==> src/rtl/seq_divider.sv <==
// seq_divider -- multi-cycle restoring integer divider.
//
// One trial subtraction per clock: WIDTH CALC cycles produce quotient and
// remainder of dividend / divisor. Start/done handshake, one op at a time.
//
// Ports:
//   clk, rst_n           rising-edge clock, asynchronous active-low reset
//   start                request, sampled only while idle
//   dividend, divisor    operands, sampled with an accepted start
//   busy                 high from the accept edge until the DONE cycle ends
//   done                 one-cycle pulse, results valid
//   quotient, remainder  results, held until the next accepted start
//   div_by_zero          divisor was 0 (quotient = all ones, remainder = dividend)
//
// Optional feature: define DIVIDER_SIGNED_EN for two's-complement operands
// (quotient truncates toward zero, remainder takes the dividend's sign).
// Without it the divider is purely unsigned and has no sign logic.
module seq_divider #(
  parameter int WIDTH = 4
) (
  input  logic             clk,
  input  logic             rst_n,
  input  logic             start,
  input  logic [WIDTH-1:0] dividend,
  input  logic [WIDTH-1:0] divisor,
  output logic             busy,
  output logic             done,
  output logic [WIDTH-1:0] quotient,
  output logic [WIDTH-1:0] remainder,
  output logic             div_by_zero
);

  localparam int CW = $clog2(WIDTH + 1);

  typedef enum logic [1:0] {IDLE, CALC, DONE} state_t;

  state_t           state;
  logic [CW-1:0]    count;
  // After every restore the partial remainder is below M, so it fits in
  // WIDTH bits; the WIDTH+1-bit trial value below carries the extra bit.
  logic [WIDTH-1:0] a;
  logic [WIDTH-1:0] q;
  logic [WIDTH-1:0] m;
  logic             dz;       // zero divisor: finish after a single CALC cycle

  logic [WIDTH-1:0] dvd_mag, dvs_mag;
  logic [WIDTH:0]   a_sh, a_diff;
  logic [WIDTH-1:0] a_nxt, q_nxt;
  logic [WIDTH-1:0] q_res, r_res, r_src;

  // Operand magnitudes fed to the unsigned core
`ifdef DIVIDER_SIGNED_EN
  logic neg_q, neg_r;
  assign dvd_mag = dividend[WIDTH-1] ? -dividend : dividend;
  assign dvs_mag = divisor[WIDTH-1]  ? -divisor  : divisor;
`else
  assign dvd_mag = dividend;
  assign dvs_mag = divisor;
`endif

  // One restoring step: shift {A,Q} left, trial-subtract M, keep or restore.
  always_comb begin
    a_sh   = {a, q[WIDTH-1]};
    a_diff = a_sh - {1'b0, m};
    q_nxt  = {q[WIDTH-2:0], ~a_diff[WIDTH]};
    a_nxt  = a_diff[WIDTH] ? a_sh[WIDTH-1:0] : a_diff[WIDTH-1:0];
  end

  // Final results; for a zero divisor Q still holds the dividend magnitude.
  always_comb begin
    r_src = dz ? q : a_nxt;
`ifdef DIVIDER_SIGNED_EN
    q_res = dz ? '1 : (neg_q ? -q_nxt : q_nxt);
    r_res = neg_r ? -r_src : r_src;
`else
    q_res = dz ? '1 : q_nxt;
    r_res = r_src;
`endif
  end

  always_ff @(posedge clk or negedge rst_n) begin
    if (!rst_n) begin
      state       <= IDLE;
      count       <= '0;
      a           <= '0;
      q           <= '0;
      m           <= '0;
      dz          <= 1'b0;
      busy        <= 1'b0;
      done        <= 1'b0;
      quotient    <= '0;
      remainder   <= '0;
      div_by_zero <= 1'b0;
`ifdef DIVIDER_SIGNED_EN
      neg_q       <= 1'b0;
      neg_r       <= 1'b0;
`endif
    end else begin
      case (state)
        IDLE: begin
          done <= 1'b0;
          busy <= 1'b0;
          if (start) begin
            busy        <= 1'b1;
            div_by_zero <= 1'b0;
            a           <= '0;
            q           <= dvd_mag;
            m           <= dvs_mag;
            state       <= CALC;
`ifdef DIVIDER_SIGNED_EN
            neg_q       <= dividend[WIDTH-1] ^ divisor[WIDTH-1];
            neg_r       <= dividend[WIDTH-1];
`endif
            // Zero divisor takes one CALC cycle so done rises one clock
            // after acceptance instead of WIDTH.
            if (divisor == '0) begin
              dz    <= 1'b1;
              count <= CW'(1);
            end else begin
              dz    <= 1'b0;
              count <= CW'(WIDTH);
            end
          end
        end
        CALC: begin
          count <= count - 1'b1;
          if (!dz) begin
            a <= a_nxt;
            q <= q_nxt;
          end
          if (count == CW'(1)) begin
            quotient    <= q_res;
            remainder   <= r_res;
            div_by_zero <= dz;
            done        <= 1'b1;
            state       <= DONE;
          end
        end
        DONE: begin
          done  <= 1'b0;
          busy  <= 1'b0;
          state <= IDLE;
        end
        default: state <= IDLE;
      endcase
    end
  end

endmodule

==> config.mk <==
export PLATFORM = sky130hd
export DESIGN_NAME = seq_divider
export DESIGN_NICKNAME = d
export VERILOG_FILES = /design/src/rtl/seq_divider.sv
export SDC_FILE = /design/constraint.sdc
export NUM_CORES = 1
export LEC_CHECK = 0
export BUFFER_PORTS_ARGS = -buffer_cell sky130_fd_sc_hd__buf_2
export CAP_MARGIN = 20
export CORE_ASPECT_RATIO = 1.2
export CORE_MARGIN = 3
export CORE_UTILIZATION = 45
export DETAILED_ROUTE_END_ITERATION = 7
export GPL_TIMING_DRIVEN = 0
export HOLD_SLACK_MARGIN = 0.05
export PLACE_DENSITY = 0.63
export SLEW_MARGIN = 10
export SYNTH_ARGS = -nofsm -noshare
export SYNTH_HDL_FRONTEND = slang
export SYNTH_SLANG_ARGS = --single-unit
==> constraint.sdc <==
create_clock -name clk -period 4.2 [get_ports clk]
set_clock_uncertainty 0.1 [all_clocks]
set_input_delay 0.63 -clock clk [delete_from_list [all_inputs] [get_ports clk]]
set_output_delay 0.63 -clock clk [all_outputs]
set_load 0.05 [all_outputs]
==> impl_metrics.yaml <==
synth:
  ys_warn_count: 0
  synth-seq-cells: 29
  synth_top_area_share_pct: 49.3
  synth_area_leaders: "dfrtp_1 (49%), nand2_1 (8.7%), ha_1 (5.1%), o21ai_0 (4.1%), a21oi_1 (3.1%)"
  synthCells: 157
  synth_area_leader_cell: "dfrtp_1"
  seq_area_frac_synth_pct: 49.3
  synth_cell_type_count: 36
  synth_nets: 175
  synth.cell_area_um2: 1470
  syn_area_per_cell_um2: 9.38
die:
  die_w_um: 58.2
  core-area_um2: 3110
  dieArea_um2: 4000
  num_rows: 22
  boundaryPins: 22
  die_h_um: 68.7
  initial_core_util_pct: 47.3
timing:
  fin_crit_ns: 2.47
  finalMaxSlewViolations: 0
  fmax_ghz: 0.404
  hold_viol: 0
  fin_crit_sh_pct: 58.9
  finalSetupViolations: 0
  maxSlewHeadroom_pct: 55.3
  worst_slew_pin_slew_ns: 0.670
  worst_slack_ns: 1.73
  fin_setup_tns_ns: 0
  rsz0062_at_grt: "no"
routing:
  avgViaCountPerCell: 5.43
  via_count: 1201
  wl_per_cell_um: 14.6
  drt_iter0_markers: 52
  routed_wl_um: 3230
  firstDrtPassIters: 6
  antenna_left: 0
  drc_errors: 0
clocking:
  cts_tree: "built"
  cts_inserted_buffers: 5
  clkSinkCount: 29
  postCtsResizedCells: 0
  h-tree-depth: 2
  post-cts-setup-buffers: 0
  cts_buffer_depth: 2
  clk_latency_ns: 0.33
  cts_hold_buf: 0
  clkSlewWorstSetupHoldPaths_ns: 0.08
  cts-root-buf: "clkbuf_4"
setup_path:
  crit_arrival_ns: 2.58
  r2r_end: "remainder[2]$_DFFE_PN0P_"
  crit_required_ns: 4.30
  cp_max_fo: 9
  worst_setup_path_start_kind: "flop"
  r2r-start: "q[3]$_DFFE_PN0P_"
  cp_top_family: "adder cells"
  r2r_cells: 8
  cp_slowest_cell: "fa_1"
  r2r_slack_ns: 1.73
  crit_chain: "inv_1, ha_1, fa_1, nand2b_1, o2bb2ai_2, xor2_4, mux2i_1, o31ai_2"
  path_class: "reg2reg"
  end_kind: "flop"
  max_stage_delay_ns: 0.41
  critPathBufInv: 1
global_routing:
  gr-total-overflow: 0
  antenna_found_initial: 0
  grt_pass1_vias: 1173
  grt.total_usage_pct: 18.4
  grt_pass1_wl_um: 5440
  grt_max_degree: 30
status:
  status: "complete, no violations"
layout:
  nNetsFinal: 203
  fill_cells: 305
  diodes: 0
  areaGrowthSynthToFinish_pct: 13.9
  drive_gt1_share_pct: 17.8
worst_hold_path:
  hold_class: "in2async"
placed_design:
  dp_hpwl_um: 2390
  io_buffers: 21
  place_ws_ns: 1.76
  globalplace.congestion: 0.745
run:
  cap_violations: 0
cells in the final DEF (no fill, tap or decap):
| cell | instances |
|---|---|
| ha_1 | 6 |
| a211o_1 | 2 |
| o31ai_2 | 1 |
| o311ai_0 | 2 |
| clkbuf_4 | 5 |
| a32o_1 | 2 |
| nor2b_1 | 1 |
| nand3_1 | 4 |
| buf_4 | 1 |
| and2b_1 | 1 |
| and3_1 | 1 |
| o21ai_1 | 2 |
| dfrtp_1 | 29 |
| a22oi_1 | 1 |
| o22ai_1 | 3 |
| fa_1 | 1 |
| nand2b_1 | 6 |
| xor2_1 | 2 |
| mux2i_1 | 1 |
| clkbuf_1 | 3 |
| a21oi_1 | 9 |
| a21boi_0 | 1 |
| buf_2 | 22 |
| xor2_4 | 1 |
| inv_2 | 1 |
| o2bb2ai_2 | 1 |
| buf_1 | 1 |
| xnor2_1 | 2 |
| clkbuf_8 | 1 |
| nor4_1 | 1 |
| o21ai_0 | 12 |
| and2_1 | 1 |
| nor2_1 | 9 |
| nand2_1 | 34 |
| nor3_1 | 3 |
| a31oi_1 | 2 |
| o21bai_1 | 1 |
| inv_1 | 9 |
worst max-delay path by stage:
stage	start	end	slack [ns]	cells after the start
after floorplan	q[3]$_DFFE_PN0P_	remainder[2]$_DFFE_PN0P_	2.06	8
after global routing	q[3]$_DFFE_PN0P_	a[2]$_DFFE_PN0P_	1.55	8
after CTS	q[3]$_DFFE_PN0P_	remainder[2]$_DFFE_PN0P_	1.73	8
final	q[3]$_DFFE_PN0P_	remainder[2]$_DFFE_PN0P_	1.73	8
after detailed placement	q[3]$_DFFE_PN0P_	remainder[2]$_DFFE_PN0P_	1.76	8
after global placement	q[3]$_DFFE_PN0P_	remainder[2]$_DFFE_PN0P_	1.79	8
layer usage:
| metal | vias to the layer above | track usage (%) | wire length [um] |
|---|---|---|---|
| met4 | 0 | 7.83 | 27 |
| met1 | 568 | 21.6 | 1370 |
| met5 | - | 0 | 0 |
| li1 | 592 | - | - |
| met2 | 39 | 31.8 | 1650 |
| met3 | 2 | 4.66 | 179 |
registers in the layout (all words and copies together), names as in the netlist:
name,cells
a,4
busy,1
count,3
div_by_zero,1
done,1
dz,1
m,4
q,4
quotient,4
remainder,4
state,2
cell type report:
class / instances / area, um^2 / area share [%]
Sequential cell: 29 / 726 / 43.3
Inverter: 10 / 37.5 / 2.24
Clock buffer: 7 / 55.1 / 3.28
Timing Repair Buffer: 21 / 105 / 6.26
Multi-Input combinational cell: 113 / 686 / 40.9
Buffer: 5 / 23.8 / 1.42
Tap cell: 36 / 45.0 / 2.68
through the flow:
step | hold slack, ns | cell area [um^2] | cells | util, %
floorplan | 0.234 | 1470 | 157 | -
global placement | 0.346 | 1620 | 214 | 52.2
detailed placement | 0.355 | 1620 | 214 | 52.2
CTS | 0.237 | 1680 | 221 | 53.9
global route | 0.258 | 1680 | 221 | 53.9
finish | 0.233 | 1680 | 221 | 53.9
synthesized netlist by cell type:
master / count
nand2b_1: 6
o2bb2ai_2: 1
o21ai_1: 2
fa_1: 1
and2_1: 1
ha_1: 6
xor2_1: 2
nand2_1: 34
inv_1: 9
a21boi_0: 1
a21oi_1: 9
and3_1: 1
o21bai_1: 1
buf_4: 1
clkbuf_1: 2
o22ai_1: 3
nor4_1: 1
o31ai_2: 1
xor2_4: 1
a31oi_1: 2
inv_2: 1
dfrtp_1: 29
xnor2_1: 2
a32o_1: 2
nor2_1: 9
o311ai_0: 2
o21ai_0: 12
nor3_1: 3
buf_2: 1
buf_1: 1
mux2i_1: 1
and2b_1: 1
nor2b_1: 1
nand3_1: 4
a211o_1: 2
a22oi_1: 1
logic make-up after synthesis:
family | synth area share, %
and+or+nand+nor | 18.1
AOI/OAI and AO/OA | 17.1
DFF | 49.3
buffers and inverters | 4.16
adders and majority gates | 6.46
xor gates and xnor gates | 4.25
muxes | 0.680
Power is left out: the tool's default activity adds up to more than one toggle a clock period on the data nets, which glitch-free logic cannot reach.
